--- config.mk ---
export PLATFORM = sky130hd
export DESIGN_NAME = dnn_sample_feeder_flat
export DESIGN_NICKNAME = d
export VERILOG_FILES = /design/src/rtl/dnn_sample_feeder_pkg.sv /design/src/rtl/dnn_sample_feeder_if.sv /design/src/rtl/dnn_sample_feeder_bank.sv /design/src/rtl/dnn_sample_feeder.sv /design/src/flat_wrapper.sv
export SDC_FILE = /design/constraint.sdc
export NUM_CORES = 1
export LEC_CHECK = 0
export CAP_MARGIN = 25
export CORE_UTILIZATION = 30
export DETAILED_ROUTE_END_ITERATION = 8
export GPL_TIMING_DRIVEN = 0
export REMOVE_ABC_BUFFERS = 1
export SLEW_MARGIN = 20
export SYNTH_ARGS = -nofsm -noshare
export SYNTH_HDL_FRONTEND = slang
export SYNTH_SLANG_ARGS = --single-unit
export TNS_END_PERCENT = 5
--- constraint.sdc ---
create_clock -name clk -period 10.6 [get_ports clk]
set_input_delay 2.12 -clock clk [delete_from_list [all_inputs] [get_ports clk]]
set_output_delay 2.12 -clock clk [all_outputs]
set_load 0.05 [all_outputs]
--- src/rtl/dnn_sample_feeder_pkg.sv ---
`default_nettype none
// ============================================================================
// Package  : dnn_feeder_pkg
// Purpose  : Shared types and default geometry for the DNN sample feeder.
// Revision : 1.0
// ============================================================================
package dnn_feeder_pkg;

  // Life cycle of one sample bank
  typedef enum logic [1:0] {
    EMPTY    = 2'd0,
    FILLING  = 2'd1,
    FULL     = 2'd2,
    DRAINING = 2'd3
  } bank_state_t;

  // Default geometry: 64 inputs in 16-activation beats, 6-clock blocks, 4 classes
  localparam int BEATS  = 4;
  localparam int CIDX_W = 3;
  localparam int LBL_W  = 2;

endpackage
`default_nettype wire

--- src/rtl/dnn_sample_feeder_if.sv ---
`default_nettype none
// ============================================================================
// Interface : dnn_sample_feeder_if
// Purpose   : Host-side sample stream (one beat of activations per transfer,
//             label and eta carried alongside the first beat).
// Revision  : 1.0
// ============================================================================
interface dnn_sample_feeder_if #(
  parameter int width_in    = 8,
  parameter int ACT_PER_CLK = 16,
  parameter int LABEL_W     = 2,
  parameter int ETA_W       = 3
);
  logic                            s_valid;
  logic                            s_ready;
  logic [width_in*ACT_PER_CLK-1:0] s_data;
  logic [LABEL_W-1:0]              s_label;
  logic [ETA_W-1:0]                s_eta1pos;

  modport master (output s_valid, s_data, s_label, s_eta1pos, input s_ready);
  modport slave  (input s_valid, s_data, s_label, s_eta1pos, output s_ready);
endinterface
`default_nettype wire

--- src/rtl/dnn_sample_feeder_bank.sv ---
`default_nettype none
// ============================================================================
// Module   : feeder_bank
// Purpose  : One sample bank: beat storage, label/eta registers, bank state,
//            in-order write port and a read port indexed by cycle_index.
// Revision : 1.0
// ============================================================================
module feeder_bank
  import dnn_feeder_pkg::*;
#(
  parameter int DW        = 128,
  parameter int NB        = BEATS,
  parameter int CW        = CIDX_W,
  parameter int LW        = LBL_W,
  parameter int ETA_W     = 3,
  parameter int N_OUT     = 4,
  parameter int Y_PER_CLK = 1
) (
  input  logic                 clk,
  input  logic                 reset,
  input  logic                 wr_en,
  input  logic [CW-1:0]        wr_idx,
  input  logic                 wr_last,
  input  logic [DW-1:0]        wr_data,
  input  logic [LW-1:0]        wr_label,
  input  logic [ETA_W-1:0]     wr_eta,
  input  logic                 drain,
  input  logic                 retire,
  input  logic [CW-1:0]        rd_idx,
  output bank_state_t          state,
  output logic [DW-1:0]        rd_word,
  output logic [Y_PER_CLK-1:0] rd_y,
  output logic [ETA_W-1:0]     rd_eta
);

  logic [DW-1:0]    mem [NB];
  logic [LW-1:0]    label;
  logic [ETA_W-1:0] eta;

  // Beat storage needs no reset: the bank state decides whether it is valid
  always_ff @(posedge clk) begin
    for (int k = 0; k < NB; k++) begin
      if (wr_en && (wr_idx == CW'(k))) mem[k] <= wr_data;
    end
  end

  // Bank state machine; label and eta are captured with the first beat
  always_ff @(posedge clk or posedge reset) begin
    if (reset) begin
      state <= EMPTY;
      label <= '0;
      eta   <= '0;
    end else begin
      if (wr_en && (wr_idx == '0)) begin
        label <= wr_label;
        eta   <= wr_eta;
      end
      case (state)
        EMPTY:    if (wr_en) state <= wr_last ? FULL : FILLING;
        FILLING:  if (wr_en && wr_last) state <= FULL;
        FULL:     if (drain) state <= DRAINING;
        DRAINING: if (retire) state <= EMPTY;
        default:  state <= EMPTY;
      endcase
    end
  end

  // Read port: word c for c < NB, zero for the trailing clocks of a block
  always_comb begin
    rd_word = '0;
    for (int k = 0; k < NB; k++) begin
      if (rd_idx == CW'(k)) rd_word = mem[k];
    end
  end

  // One-hot ideal-output chunk for the current clock of the block
  always_comb begin
    rd_y = '0;
    for (int j = 0; j < Y_PER_CLK; j++) begin
      if (((int'(rd_idx) * Y_PER_CLK + j) < N_OUT) &&
          (int'(label) == (int'(rd_idx) * Y_PER_CLK + j)))
        rd_y[j] = 1'b1;
    end
  end

  assign rd_eta = eta;

endmodule
`default_nettype wire

--- src/rtl/dnn_sample_feeder.sv ---
`default_nettype none
// ============================================================================
// Module   : dnn_sample_feeder
// Purpose  : Double-buffered sample feeder aligned to the network block cycle.
//            Optional macro FEEDER_UNDERRUN_CNT_EN adds a saturating 16-bit
//            underrun_cnt output.
// Revision : 1.0
// ============================================================================
module dnn_sample_feeder
  import dnn_feeder_pkg::*;
#(
  parameter int width_in    = 8,
  parameter int ACT_PER_CLK = 16,
  parameter int N_IN        = 64,
  parameter int N_OUT       = 4,
  parameter int Y_PER_CLK   = 1,
  parameter int CPC         = 6,
  parameter int ETA_W       = 3
) (
  input  logic                            clk,
  input  logic                            reset,
  input  logic [$clog2(CPC)-1:0]          cycle_index,
  dnn_sample_feeder_if.slave              host,
  output logic [width_in*ACT_PER_CLK-1:0] a_in,
  output logic [Y_PER_CLK-1:0]            y_in,
  output logic [ETA_W-1:0]                eta1pos_in,
  output logic                            sample_active,
  output logic                            underrun
`ifdef FEEDER_UNDERRUN_CNT_EN
  ,output logic [15:0]                    underrun_cnt
`endif
);

  localparam int NB = N_IN / ACT_PER_CLK;
  localparam int CW = $clog2(CPC);
  localparam int LW = $clog2(N_OUT);
  localparam int DW = width_in * ACT_PER_CLK;

  bank_state_t            st      [2];
  logic [DW-1:0]          word    [2];
  logic [Y_PER_CLK-1:0]   ybits   [2];
  logic [ETA_W-1:0]       eta     [2];

  logic [CW-1:0] beat_cnt;
  logic          fill_ptr;   // bank receiving host beats
  logic          next_ptr;   // oldest bank not yet presented
  logic          accept;
  logic          wr_last;
  logic          swap;
  logic          present;
  logic          sel;

  // Banks fill and drain in strict alternation, so next_ptr always names the
  // oldest complete sample and the draining bank is the one before it.
  assign host.s_ready = (st[fill_ptr] == EMPTY) || (st[fill_ptr] == FILLING);
  assign accept       = host.s_valid && host.s_ready;
  assign wr_last      = (beat_cnt == CW'(NB - 1));
  assign swap         = (cycle_index == CW'(CPC - 1));
  assign present      = swap && (st[next_ptr] == FULL);
  assign sel          = ~next_ptr;

  for (genvar b = 0; b < 2; b++) begin : g_bank
    feeder_bank #(
      .DW        (DW),
      .NB        (NB),
      .CW        (CW),
      .LW        (LW),
      .ETA_W     (ETA_W),
      .N_OUT     (N_OUT),
      .Y_PER_CLK (Y_PER_CLK)
    ) u_bank (
      .clk      (clk),
      .reset    (reset),
      .wr_en    (accept && (fill_ptr == 1'(b))),
      .wr_idx   (beat_cnt),
      .wr_last  (wr_last),
      .wr_data  (host.s_data),
      .wr_label (host.s_label),
      .wr_eta   (host.s_eta1pos),
      .drain    (present && (next_ptr == 1'(b))),
      .retire   (swap && (st[b] == DRAINING)),
      .rd_idx   (cycle_index),
      .state    (st[b]),
      .rd_word  (word[b]),
      .rd_y     (ybits[b]),
      .rd_eta   (eta[b])
    );
  end

  // Fill pointer / beat counter, block-boundary swap and status pulses
  always_ff @(posedge clk or posedge reset) begin
    if (reset) begin
      beat_cnt      <= '0;
      fill_ptr      <= 1'b0;
      next_ptr      <= 1'b0;
      sample_active <= 1'b0;
      underrun      <= 1'b0;
    end else begin
      if (accept) begin
        if (wr_last) begin
          beat_cnt <= '0;
          fill_ptr <= ~fill_ptr;
        end else begin
          beat_cnt <= beat_cnt + CW'(1);
        end
      end
      underrun <= 1'b0;
      if (swap) begin
        if (present) begin
          sample_active <= 1'b1;
          next_ptr      <= ~next_ptr;
        end else begin
          sample_active <= 1'b0;
          underrun      <= 1'b1;
        end
      end
    end
  end

  // Network-side outputs come from the draining bank, zero when idle
  always_comb begin
    a_in       = '0;
    y_in       = '0;
    eta1pos_in = '0;
    if (sample_active) begin
      a_in       = word[sel];
      y_in       = ybits[sel];
      eta1pos_in = eta[sel];
    end
  end

`ifdef FEEDER_UNDERRUN_CNT_EN
  // Saturating count of starved block boundaries
  always_ff @(posedge clk or posedge reset) begin
    if (reset) begin
      underrun_cnt <= '0;
    end else if (swap && !present && (underrun_cnt != 16'hFFFF)) begin
      underrun_cnt <= underrun_cnt + 16'd1;
    end
  end
`endif

endmodule
`default_nettype wire

--- src/flat_wrapper.sv ---
// flat-port wrapper written by rule: the top's interface ports become plain ports
module dnn_sample_feeder_flat import dnn_feeder_pkg::*;
#(
  parameter int width_in    = 8,
  parameter int ACT_PER_CLK = 16,
  parameter int N_IN        = 64,
  parameter int N_OUT       = 4,
  parameter int Y_PER_CLK   = 1,
  parameter int CPC         = 6,
  parameter int ETA_W       = 3
)
  (clk, reset, cycle_index, a_in, y_in, eta1pos_in, sample_active, underrun, host_s_valid, host_s_data, host_s_label, host_s_eta1pos, host_s_ready);
  dnn_sample_feeder_if #(.width_in(width_in), .ACT_PER_CLK(ACT_PER_CLK), .LABEL_W(($clog2((4)))), .ETA_W(ETA_W)) host_i ();
  input  logic clk;
  input  logic reset;
  input  logic [$clog2(CPC)-1:0] cycle_index;
  output logic [width_in*ACT_PER_CLK-1:0] a_in;
  output logic [Y_PER_CLK-1:0] y_in;
  output logic [ETA_W-1:0] eta1pos_in;
  output logic sample_active;
  output logic underrun;
  input wire logic [$bits(host_i.s_valid)-1:0] host_s_valid;
  input wire logic [$bits(host_i.s_data)-1:0] host_s_data;
  input wire logic [$bits(host_i.s_label)-1:0] host_s_label;
  input wire logic [$bits(host_i.s_eta1pos)-1:0] host_s_eta1pos;
  output wire logic [$bits(host_i.s_ready)-1:0] host_s_ready;
  assign host_i.s_valid = host_s_valid;
  assign host_i.s_data = host_s_data;
  assign host_i.s_label = host_s_label;
  assign host_i.s_eta1pos = host_s_eta1pos;
  assign host_s_ready = host_i.s_ready;
  dnn_sample_feeder #(.width_in(width_in), .ACT_PER_CLK(ACT_PER_CLK), .N_IN(N_IN), .N_OUT(N_OUT), .Y_PER_CLK(Y_PER_CLK), .CPC(CPC), .ETA_W(ETA_W)) u_core (.clk(clk), .reset(reset), .cycle_index(cycle_index), .host(host_i), .a_in(a_in), .y_in(y_in), .eta1pos_in(eta1pos_in), .sample_active(sample_active), .underrun(underrun));
endmodule
==> flow_metrics.py <==
metrics = {
    "setup_path": {
        "start_kind": "input pin",
        "max_stage_delay_ns": 0.80,
        "r2r_cells": 4,
        "cp-end-kind": "output pin",
        "crit_family": "buffers and inverters",
        "cp_max_fo": 66,
        "critPathBufInv": 5,
        "cp.required_ns": 8.48,
        "crit_path_top_delay_cell": "clkdlybuf4s50_1",
        "worstPathArrival_ns": 5.57,
        "path_cells": "buf_8, buf_16, buf_16, buf_16, mux2i_1, a221oi_1, o21a_1, clkdlybuf4s50_1",
        "criticalPathCategory": "in -> out",
        "cp.depth": 8,
        "path_common_cell": "buf_16",
        "r2r_slack_ns": 7.65,
    },
    "timing": {
        "finalHoldViolCount": 0,
        "fmax_ghz": 0.130,
        "drv_slew": 0,
        "finalSetupViolCount": 0,
        "finalWorstSetupSlack_ns": 2.91,
        "period_share_pct": 72.6,
        "rsz0062_at_grt": "false",
        "skew_ns": 0.0362,
        "tightest_slew_ns": 0.863,
        "holdWs_ns": 0.512,
        "period_minus_slack_ns": 7.69,
        "slew_headroom_pct": 41.6,
    },
    "route": {
        "drt_iter0_drc": 1515,
        "detail-route-antenna-nets": 0,
        "dr.pass1.iters": 5,
        "vias": 20900,
        "viasPerCell": 4.94,
        "drc": 0,
        "wirelength_um": 104000,
        "wl_per_cell_um": 24.5,
    },
    "synthesis": {
        "synth_top_area_share_pct": 74.7,
        "synth_area_mm2": 0.0412,
        "syn_inst": 2042,
        "seq_area_frac_synth_pct": 76.0,
        "syn_avg_cell_area_um2": 20.2,
        "yosysWarnings": 0,
        "synth-edff-count": 1024,
        "yosys-top-cells-area": "edfxtp_1, mux4_2, mux2i_1, a221oi_1, o21a_1",
        "ys_seq_elements": 1045,
        "synth_cell_type_count": 43,
        "synth_flop_cell": "edfxtp_1",
        "synthArstFlopShare_pct": 2.01,
        "yosysTopAreaCell": "edfxtp_1",
    },
    "global_route": {
        "grt_pass1_wl_um": 149000,
        "grt_max_degree": 71,
        "grt_usage_pct": 14.8,
        "grt_pass1_vias": 22100,
        "antenna_found_initial": 7,
        "gr-total-overflow": 0,
    },
    "die": {
        "dieWidth_um": 372,
        "dieArea_mm2": 0.139,
        "initial_core_util_pct": 30.3,
        "die_h_um": 372,
        "num_rows": 135,
        "core_area_mm2": 0.136,
        "ios": 274,
    },
    "pwr": {
        "pwr_density_cell_mw_per_mm2": 224,
        "vdd_drop_max_mv": 0.236,
        "p_total_mw": 11.3,
        "leakage_nw": 16.6,
    },
    "final_layout": {
        "fillers": 12400,
        "nets": 2510,
        "layout_common_cells": "edfxtp_1, clkdlybuf4s50_1, mux2i_1",
        "final_common_cell": "edfxtp_1",
        "multiInputGateArea_mm2": 0.00912,
        "regArea_mm2": 0.0313,
        "syn_to_final_growth_pct": 22.8,
        "drive_gt1_share_pct": 15.6,
    },
    "clock_tree": {
        "cts.reportedPaths.clkPinSlew_ns": 0.06,
        "post-cts-setup-buffers": 0,
        "tritoncts": "built",
        "holdBufCountCts": 0,
        "ctsHtreeMaxLevel": 3,
        "cts_buffers": 111,
        "cts_resized": 0,
        "cts_root_buffer": "clkbuf_16",
        "cts.sinks": 1045,
        "worstSkewPairLatency_ns": 0.73,
        "clock_path_buffers": 3,
    },
    "flow_run": {
        "drv_cap": 0,
    },
    "placement": {
        "place_congestion": 0.702,
        "place_hpwl_um": 59500,
        "io_buffers": 273,
        "place_ws_ns": 2.86,
    },
    "worst_hold_path": {
        "hp-class": "reg -> reg",
        "hold_depth": 1,
    },
    "run_status": {
        "outcome": "completed",
    },
}
[cell type report]
cell class / instances / share of cell area (%)
Sequential cell: 1045 / 61.9
Multi-Input combinational cell: 854 / 18.1
Timing Repair Buffer: 330 / 8.33
Clock buffer: 135 / 5.80
Tap cell: 1781 / 4.41
Clock inverter: 67 / 1.32
Inverter: 15 / 0.171
Antenna cell: 4 / 0.0198
[per-stage QoR]
stage	instance area, um2	setup TNS (ns)	std cells	util (%)
6_report	50500	0	4231	37.2
5_1_grt	50500	0	4227	37.2
4_1_cts	50500	0	4227	37.2
3_5_place_dp	46900	0	4025	34.6
3_3_place_gp	45400	-2287.17	3968	33.4
2_1_floorplan	40400	0	1914	-
[final timing paths]
check	endpoint	startpoint
max reg2reg	u_core.g_bank[0].u_bank.mem[0][27]$_DFFE_PP_	u_core.fill_ptr$_DFFE_PP0P_
max in group asynchronous	u_core.next_ptr$_DFFE_PP0P_	reset
min in group asynchronous	u_core.g_bank[0].u_bank.rd_eta[0]$_DFFE_PP0P_	reset
max	a_in[105]	cycle_index[0]
min reg2reg	u_core.g_bank[0].u_bank.rd_eta[0]$_DFFE_PP0P_	u_core.g_bank[0].u_bank.rd_eta[0]$_DFFE_PP0P_
min	u_core.g_bank[0].u_bank.rd_eta[0]$_DFFE_PP0P_	u_core.g_bank[0].u_bank.rd_eta[0]$_DFFE_PP0P_
[metal layers]
layer  vias up  track usage, %  part of all wire, %
li1       9035               -                    -
met1     11100            20.0                   44
met2       611            23.9                   48
met3       157            2.93                  5.8
met4         8            4.63                  2.1
met5         -               0                0.039
[worst reg2reg max path, delay by kind of cell, from the launching register on]
kind | cells | cell delay [ns]
buffers and inverters | 2 | 0.72
AND/OR/NAND/NOR | 2 | 1.27
flip-flops | 1 | 0.44
[kinds of logic (layout without fill, tap and decap cells)]
kind of cell | after synthesis | count (layout) | share of synthesized area [%]
muxes | 403 | 403 | 13.8
adders and majority gates | 14 | 14 | 0.426
DFF | 1045 | 1045 | 76.0
AOI/OAI and AO/OA | 271 | 271 | 5.42
buffers and inverters | 143 | 547 | 1.90
xor gates and xnor gates | 2 | 2 | 0.0426
and+or+nand+nor | 164 | 164 | 2.46
other | 0 | 4 | 0
[flip-flops by register name (all words and copies together), names as in the netlist]
| signal | count |
|---|---|
| u_core.g_bank.u_bank.rd_eta | 6 |
| u_core.g_bank.u_bank.mem | 1024 |
| u_core.g_bank.u_bank.state | 4 |
| u_core.sample_active | 1 |
| u_core.beat_cnt | 3 |
| u_core.next_ptr | 1 |
| u_core.underrun | 1 |
| u_core.g_bank.u_bank.label | 4 |
| u_core.fill_ptr | 1 |
[power by group]
part | internal (mW) | switching, mW
Combinational | 0.797 | 1.55
Clock | 2.23 | 1.58
Sequential | 5.02 | 0.127
[cells in the mapped netlist, types with 2 or more instances]
master,count
a21oi_1,6
a221oi_1,117
a221oi_2,10
and2_1,5
buf_1,6
buf_2,22
buf_4,32
buf_6,11
clkbuf_1,54
dfrtp_1,21
edfxtp_1,1024
ha_1,14
inv_1,15
mux2_1,2
mux2_2,10
mux2i_1,262
mux4_2,129
nand2_1,12
nand2b_1,2
nor2_1,4
nor2b_1,131
o21a_1,127
o21ai_0,5
xnor2_1,2
(Power assumes the default switching activity.)
